## src/rtl/fl_pkg.sv

```systemverilog
// Shared rename-stage constants and the physical tag type used by the free list,
// map table and ROB.
package fl_pkg;

  localparam int PR_W     = 7;
  localparam int NUM_PR   = 64;
  localparam int NUM_AR   = 32;
  localparam int FL_DEPTH = NUM_PR - NUM_AR;

  typedef logic [PR_W-1:0] pr_tag_t;

endpackage

```

## src/rtl/fl.sv

```systemverilog
// Physical-register free list: circular buffer supplying two tags per cycle and
// reclaiming retired Told tags. Optional mispredict recovery under FL_RECOVERY_EN.
module fl #(
  parameter int NUM_PR = fl_pkg::NUM_PR,
  parameter int NUM_AR = fl_pkg::NUM_AR,
  parameter int PR_W   = fl_pkg::PR_W
) (
  input  logic                                   clock,
  input  logic                                   reset,
  input  logic [1:0]                             rob_dispatch_num,
  input  logic [1:0]                             rob_retire_num,
  input  logic [PR_W-1:0]                        rob_p0told,
  input  logic [PR_W-1:0]                        rob_p1told,
`ifdef FL_RECOVERY_EN
  input  logic                                   rob_mispredict,
`endif
  output logic [PR_W-1:0]                        fl_pr0,
  output logic [PR_W-1:0]                        fl_pr1,
  output logic [1:0]                             fl_free_num,
  output logic [$clog2(NUM_PR-NUM_AR):0]         fl_count
);

  localparam int DEPTH = NUM_PR - NUM_AR;
  localparam int PTR_W = $clog2(DEPTH);
  localparam int CNT_W = PTR_W + 1;

  typedef logic [PTR_W-1:0] ptr_t;
  typedef logic [CNT_W-1:0] cnt_t;

  logic [PR_W-1:0] ring [DEPTH];
  ptr_t            head;
  ptr_t            tail;
  cnt_t            count;

  logic [1:0]      disp_eff;
  logic [1:0]      pop;
  logic [1:0]      push;
  cnt_t            room;
  cnt_t            count_next;
  ptr_t            tail_next;
  logic            recover;

  function automatic ptr_t ptr_inc(input ptr_t ptr, input logic [1:0] n);
    logic [PTR_W:0] sum;
    sum = {1'b0, ptr} + {{(PTR_W-1){1'b0}}, n};
    if (sum >= DEPTH[PTR_W:0]) sum = sum - DEPTH[PTR_W:0];
    return sum[PTR_W-1:0];
  endfunction

`ifdef FL_RECOVERY_EN
  assign recover = rob_mispredict;
`else
  assign recover = 1'b0;
`endif

  assign fl_pr0      = ring[head];
  assign fl_pr1      = ring[ptr_inc(head, 2'd1)];
  assign fl_free_num = (count >= cnt_t'(2)) ? 2'd2 : count[1:0];
  assign fl_count    = count;

  // Requests beyond availability are truncated; a retire overflowing the list
  // only accepts as many pushes as there are empty slots.
  always_comb begin
    disp_eff   = (rob_dispatch_num == 2'd3) ? 2'd2 : rob_dispatch_num;
    pop        = (disp_eff <= fl_free_num) ? disp_eff : fl_free_num;
    room       = cnt_t'(DEPTH) - count;
    push       = (cnt_t'(rob_retire_num) > room) ? room[1:0] : rob_retire_num;
    count_next = count - cnt_t'(pop) + cnt_t'(push);
    tail_next  = ptr_inc(tail, push);
  end

  // NOTE: the ring is reset like any other register because its initial contents
  // (tags NUM_AR..NUM_PR-1) are architecturally visible, not just the pointers.
  always_ff @(posedge clock or posedge reset) begin
    if (reset) begin
      for (int i = 0; i < DEPTH; i++) ring[i] <= PR_W'(NUM_AR + i);
      head  <= '0;
      tail  <= '0;
      count <= cnt_t'(DEPTH);
    end else begin
      overflow_chk: assert (cnt_t'(rob_retire_num) <= room)
        else $error("fl: retire of %0d tags overflows free list (count %0d)",
                    rob_retire_num, count);
      if (push != 2'd0) ring[tail] <= rob_p0told;
      if (push == 2'd2) ring[ptr_inc(tail, 2'd1)] <= rob_p1told;
      tail <= tail_next;
      // Recovery returns every slot in [tail, head), i.e. all in-flight tags.
      if (recover) begin
        head  <= tail_next;
        count <= cnt_t'(DEPTH);
      end else begin
        head  <= ptr_inc(head, pop);
        count <= count_next;
      end
    end
  end

endmodule

```

## config.mk

```make
export PLATFORM = sky130hd
export DESIGN_NAME = fl
export DESIGN_NICKNAME = d
export VERILOG_FILES = /design/src/rtl/fl_pkg.sv /design/src/rtl/fl.sv
export SDC_FILE = /design/constraint.sdc
export NUM_CORES = 1
export LEC_CHECK = 0
export CELL_PAD_IN_SITES_DETAIL_PLACEMENT = 1
export CELL_PAD_IN_SITES_GLOBAL_PLACEMENT = 1
export CORE_MARGIN = 4
export CORE_UTILIZATION = 26
export CTS_BUF_LIST = sky130_fd_sc_hd__clkbuf_4 sky130_fd_sc_hd__clkbuf_8
export CTS_CLUSTER_DIAMETER = 150
export DETAILED_ROUTE_END_ITERATION = 6
export PLACE_DENSITY_LB_ADDON = 0.2
export SETUP_SLACK_MARGIN = 0.4
export SLEW_MARGIN = 15
export SYNTH_ARGS = -nofsm -noshare
export SYNTH_HDL_FRONTEND = slang
export SYNTH_SLANG_ARGS = --single-unit
```

## constraint.sdc

```tcl
create_clock -name clock -period 11.23 [get_ports clock]
set_clock_uncertainty 0.15 [all_clocks]
set_input_delay 3.369 -clock clock [delete_from_list [all_inputs] [get_ports clock]]
set_output_delay 3.369 -clock clock [all_outputs]
set_load 0.05 [all_outputs]
```

==> summary.md, run 1 <==
| Metric | Value |
|---|---|
| Overall Power | `between 7 and 8 mW` |
| Worst setup SP type | `flip-flop` |
| Clock sinks | `240` |
| Async set-or-reset flop fraction in the synthesized netlist | `100.0%` |
| Register area | `0.006153 mm2` |
| Hold WC Path Type | `flip-flop to flip-flop` |
| Hold_buf cts | `0` |
| Worst r2r dst | `fl_count[4]` |
| Worst path required time | `7710 ps` |
| DR vias/cell | `6.208` |
| Core ar. | `between 0.06 and 0.07 mm2` |
| LEAKAGE | `~6.7 nW` |
| Initial Utilization | `a little over a quarter` |
| Gr ovfl total | `0` |
| Cell Area, Synth | `0.01578 mm2` |
| Synth Register Bits | `240` |
| FILL cells | `between 6000 and 7000` |
| Commonest cells post-synth | `nor2_1, mux4_2, dfrtp_1` |
| Crit Path Class | `flip-flop to output pin` |
| Worst reg-to-reg setup slack | `about 6600 ps` |
| Final Hold Viols | `0` |
| Largest net degree at the start of global routing | `110` |
| VDD IR max | `0.2396 mV` |
| Via count of the first global-routing pass | `about 14000` |
| I/O pin total | `42` |
| Synth Flop Type | `dfrtp_1` |
| Die area | `approximately 0.065 mm2` |
| Top-area cell type share of the netlist area | `between 20% and 30%` |
| Critical Path Source | `head[0]` |
| Number of remaining DRC errors | `0` |
| Sequential area share after synthesis | `slightly below 40%` |
| Critical Path AT | `roughly 5100 ps` |
| CP Capture Point | `fl_pr1[6]` |
| Pwr per Cell Area | `~400 mW/mm2` |
| Die Span X | `254.4 um` |
| Total Routing Usage GR | `a little under a quarter` |
| First-pass GRT wire length | `105300 um` |
| Antenna Nets Post-Route | `0` |
| Via count | `between 10000 and 15000` |
| Clk buf depth | `3` |
| Yosys warns | `0` |
| Fmax | `~120 MHz` |
| CTS tree | `built` |
| Initial antenna violation count | `1` |
| Max FO, Critical Path | `a little over 60` |
| EDFF count, synth | `0` |
| RSZ-0062 raised after global routing | `false` |
| Setup-failing EPs final | `0` |
| CTS buffer count | `49` |
| Mapped Cells | `1373` |
| Min cycle time layout | `~8600 ps` |
| Period utilization | `around three quarters` |
| Hold Path Depth | `1` |
| Post-CTS Resized | `0` |
| Max Slew Vio Count | `0` |
| FF-to-FF Start | `fl_count[0]` |
| Pre-Repair DR Iteration Count | `6` |
| Worst Tran Pin Value | `between 1000 and 1500 ps` |
| Largest cells by area after synthesis | `dfrtp_1, mux4_2, dfstp_2, mux2i_1, nor2_1` |
| Share of layout cells above drive strength 1 | `between 30% and 40%` |
| Routed WL | `73870 um` |
| Worst Setup End Kind | `output pin` |
| Row cnt | `90` |
| Clk slew on worst S/H paths | `roughly 80 ps` |
| Multi-input logic area | `between 0.009 and 0.01 mm2` |
| Status | `finished, final reports clean` |
| Worst-skew pair later-pin latency | `between 600 and 700 ps` |
| Distinct cell type count after synthesis | `56` |
| Postcts setup bufs | `0` |
| H-Tree Depth | `2` |
| CTS root buffer | `clkbuf_8` |
| Syn Nets | `1419` |
| P&R area growth vs syn | `14.59%` |
| Wire length per cell | `between 30 and 40 um` |
| Post-route setup TNS | `0 ps` |
| Mean post-synth cell area | `about 11 um2` |
| Synth area leader | `dfrtp_1` |
| Cells on worst reg2reg path | `21` |
| Final #Nets | `about 1400` |
| PortBufs | `slightly above 40` |
| Max-cap check violation count | `0` |
| Post-DP HPWL | `between 50000 and 60000 um` |
| Die height | `254.4 um` |
| Worst slew margin relative to its limit | `around a fifth` |
| Most numerous cell in the Yosys netlist | `nor2_1` |
| DR iter-0 viols | `about 1500` |
| Final GP Congestion | `0.9107` |
-- worst min-delay path by stage --
stage / endpoint / slack [ps] / from
finish: ring[174] / 420 / ring[174]
global route: ring[174] / 440 / ring[174]
CTS: ring[188] / 420 / ring[188]
detailed placement: ring[188] / 410 / ring[188]
global placement: ring[185] / 400 / ring[185]
floorplan: ring[175] / 340 / ring[175]
-- cell type report --
type | instances | area share [%]
clock buffers | 84 | 5.702
diodes | 1 | 0.01384
flip-flops and latches | 240 | 34.03
multi-input cells | 962 | 49.89
inverters | 30 | 0.6643
well taps | 782 | 5.411
repair buffers | 77 | 3.806
clock inverters | 8 | 0.4775
-- metal layers --
layer / up-vias / wire length (um) / global-route usage, %
met4: 2 / 2224 / 6.160
li1: 5398 / - / -
met2: 734 / 31620 / 32.86
met3: 126 / 7172 / 6.272
met5: - / 64 / 0.7326
met1: 7298 / 32780 / 32.83
-- kinds of logic after synthesis --
kind of cell    count (synthesis)  share of synthesized area [%]
compound gates                387                          18.64
xor+xnor                       16                         0.8881
fa+ha+maj                      26                          2.252
buf+inv                       171                          4.456
flops                         240                          38.96
mux                           227                          25.61
simple gates                  306                          9.190
-- flip-flops by register name, indices dropped and copies added (netlist names) --
signal and cells:
fl_count 6, head 5, tail 5, ring 224
-- layout by cell type, fill, tap and decap left out, types with 8 or more instances in the layout --
cell,Yosys,layout
nor2_1,152,152
mux4_2,140,140
dfrtp_1,127,124
a21oi_1,113,113
dfstp_2,113,113
mux2i_1,73,73
a221oi_1,64,64
clkbuf_8,0,64
a22oi_1,55,55
a2bb2oi_1,54,54
nand2_1,46,46
a221o_1,42,42
clkdlybuf4s50_1,0,41
buf_4,1,35
inv_1,30,29
nand3_1,26,26
ha_1,22,21
clkbuf_4,0,20
nand2b_1,15,15
mux2_2,14,14
nor2b_1,13,13
or4_1,13,13
nor3_1,10,9
nand4_1,9,9
a221oi_2,9,9
xor2_1,8,8
o21ai_0,8,8
-- stage by stage --
step                utilization [%]  instances  hold WS, ps  instance area, um2  worst slack [ps]
floorplan                         -       1373        342.0               15780              1310
global placement              28.09       2089        401.4               16920              3347
detailed placement            28.13       2090        406.6               16950              3299
CTS                           29.98       2182        420.7               18060              2587
global route                  30.01       2183        435.2               18080              2399
finish                        30.01       2184        422.6               18080              2652
-- power breakdown --
part / switching [mW] / total, mW / internal [mW] / leakage, nW
Clock: 0.451 / 1.05 / 0.603 / 0.599
Sequential: 0.684 / 2.10 / 1.42 / 2.74
Combinational: 2.20 / 4.07 / 1.87 / 3.33
Total: 3.33 / 7.22 / 3.89 / 6.67
-- worst max-delay path: stages, from the launching register on --
cell	delay [ps]
dfrtp_4	980
buf_4	830
nand3_1	190
xor2_1	700
buf_4	300
mux4_2	300
mux2_2	310
clkdlybuf4s50_1	720
Note: power is estimated with default switching activity, not from simulation.
==> inputs of run 2 (changes only) <==
==> constraint.sdc (replaced) <==
create_clock -name clock -period 8.85 [get_ports clock]
set_clock_uncertainty 0.15 [all_clocks]
set_input_delay 2.655 -clock clock [delete_from_list [all_inputs] [get_ports clock]]
set_output_delay 2.655 -clock clock [all_outputs]
set_load 0.05 [all_outputs]
==> summary.md, run 2 (synthesis gave the netlist of run 1 again) <==
| Metric | Value |
|---|---|
| Placed cells | `2097 (+0.33%)` |
| Pwr per Cell Area | `504.6 mW/mm2 (+26%)` |
| Worst hold margin | `386.2 ps (-36.40 ps)` |
| FF-to-FF Start | `fl_count[0]` |
| LEAKAGE | `6.674 nW (about the same)` |
| Post-CTS Resized | `0 (unchanged)` |
| FILL cells | `6508 (-0.66%)` |
| Share of layout cells above drive strength 1 | `31.41% (about the same)` |
| Hold_buf cts | `0 (unchanged)` |
| Core ar. | `0.06025 mm2 (unchanged)` |
| Hold WC Path Type | `flip-flop to flip-flop` |
| CP Capture Point | `fl_pr0[6]` |
| Routed wl met3 | `5622 um (-22%)` |
| I/O pin total | `42 (unchanged)` |
| Seq pwr share | `28.9% (-0.2 points)` |
| Status | `finished, final reports clean` |
| Reg with most FFs | `ring` |
| Setup-failing EPs final | `0 (unchanged)` |
| CTS root buffer | `clkbuf_8` |
| Final #Nets | `1412 (+0.43%)` |
| Met2 WL | `34350 um (+8.6%)` |
| CTS tree | `built` |
| Pre-Repair DR Iteration Count | `5 (-1)` |
| Initial antenna violation count | `3 (+2)` |
| Clock sinks | `240 (unchanged)` |
| RSZ-0062 raised after global routing | `false` |
| Switch share | `46.17% (about the same)` |
| Max Slew Vio Count | `0 (unchanged)` |
| Worst setup SP type | `flip-flop` |
| Die Span X | `254.4 um (unchanged)` |
| Final Hold Viols | `0 (unchanged)` |
| Worst r2r dst | `ring[178]` |
| Worst slew margin relative to its limit | `22.29% (+1.1 points)` |
| Postcts setup bufs | `0 (unchanged)` |
| Via count | `13510 (-0.33%)` |
| Max FO, Critical Path | `63 (+3.3%)` |
| Final non-filler cell total | `2188 (+0.18%)` |
| Routed WL | `75770 um (+2.6%)` |
| Worst reg-to-reg setup slack | `4150 ps (-2490 ps)` |
| Crit Path Class | `flip-flop to output pin` |
| Worst Setup End Kind | `output pin` |
| Via count of the first global-routing pass | `13840 (+1.9%)` |
| PortBufs | `41 (unchanged)` |
| Number of flip-flops in the largest register | `224 (unchanged)` |
| First-pass GRT wire length | `108400 um (+2.9%)` |
| Antenna Nets Post-Route | `0 (unchanged)` |
| Die area | `0.06469 mm2 (unchanged)` |
| Max-cap check violation count | `0 (unchanged)` |
| Worst Tran Pin Value | `1164 ps (-15.87 ps)` |
| Wire length per cell | `34.63 um (+2.4%)` |
| Critical Path Source | `head[0]` |
| Die height | `254.4 um (unchanged)` |
| DR iter-0 viols | `1559 (+4.1%)` |
| Hold Path Depth | `1 (unchanged)` |
| Worst path required time | `6050 ps (-1660 ps)` |
| Initial Utilization | `26.19% (unchanged)` |
| Critical Path AT | `4850 ps (-210 ps)` |
| Min cycle time layout | `~7700 ps` |
| Top routing layer in use | `met4` |
| Wire length on met1 | `31320 um (-4.5%)` |
| Cells on worst reg2reg path | `11 (-48%)` |
| Number of remaining DRC errors | `0 (unchanged)` |
| Comb pwr share | `57.3% (+1.0 points)` |
| Gr ovfl total | `0 (unchanged)` |
| Internal power | `4.908 mW (+26%)` |
| Post-DP HPWL | `53500 um (+3.0%)` |
| Most common cell after layout, fill and taps aside | `nor2_1` |
| H-Tree Depth | `2 (unchanged)` |
| P&R area growth vs syn | `14.53% (about the same)` |
| CTS buffer count | `48 (-2.0%)` |
| P_sw | `4.210 mW (+26%)` |
| Fmax | `roughly 130 MHz` |
| Most frequent cells in the layout | `nor2_1, mux4_2, dfrtp_1` |
| Post-route setup TNS | `0 ps (unchanged)` |
| Largest net degree at the start of global routing | `141 (+28%)` |
| VDD IR max | `0.2302 mV (-3.9%)` |
| Clock power frac | `13.8% (-0.8 points)` |
| Clk buf depth | `3 (unchanged)` |
| Row cnt | `90 (unchanged)` |
| Clk slew on worst S/H paths | `70 ps (about the same)` |
| Total Routing Usage GR | `23.32% (+0.79 points)` |
| DR vias/cell | `6.176 (-0.51%)` |
| Final GP Congestion | `0.9193 (+0.94%)` |
| Worst-skew pair later-pin latency | `630 ps (-20 ps)` |
| Period utilization | `between 80% and 90%` |
run 2: through the flow:
stage                     util (%)  area (um2)  setup slack (ps)  total power, mW
after floorplan                  -       15780              2907            5.898
after global placement       28.20       16990              1828            7.715
after detailed placement     28.20       16990              1753            7.793
after CTS                    29.92       18020              1047            9.101
after global routing         29.99       18070             972.1            9.534
final                        30.00       18070              1199            9.118
run 2: critical path, stage by stage, from the launching register on:
cell and delay (ps):
dfrtp_4 990, buf_4 860, mux4_2 610, mux4_2 570
mux2_2 360, clkdlybuf4s50_1 720
run 2: worst min path at each step:
| stage | start | endpoint |
|---|---|---|
| after floorplan | ring[175] | ring[175] |
| after global placement | ring[171] | ring[171] |
| after detailed placement | ring[171] | ring[171] |
| after CTS | ring[171] | ring[171] |
| after global routing | ring[178] | ring[178] |
| final | ring[171] | ring[171] |
run 2: final cells by class:
cell class                      instances  area (um2)  area share, %
Sequential cell                       240        6153          34.05
Timing Repair Buffer                   84       765.7          4.237
Clock buffer                           82        1003          5.553
Tap cell                              782       978.4          5.414
Clock inverter                          6       30.03         0.1662
Multi-Input combinational cell        962        9019          49.91
Inverter                               30       116.4         0.6439
Antenna cell                            2       5.005        0.02770
run 2: routing by layer:
| layer | vias to the layer above | track usage (%) |
|---|---|---|
| met2 | 666 | 36.14 |
| met5 | - | 0 |
| met4 | 0 | 11.69 |
| li1 | 5406 | - |
| met3 | 174 | 4.487 |
| met1 | 7267 | 31.33 |
run 2: power groups by stage:
stage / registers (mW) / logic [mW] / clock network [mW]
2_1_floorplan: 2.11 / 3.78 / 0
3_3_place_gp: 2.61 / 5.11 / 0
3_5_place_dp: 2.60 / 5.19 / 0
4_1_cts: 2.59 / 5.21 / 1.29
5_1_grt: 2.65 / 5.55 / 1.34
6_report: 2.64 / 5.22 / 1.26
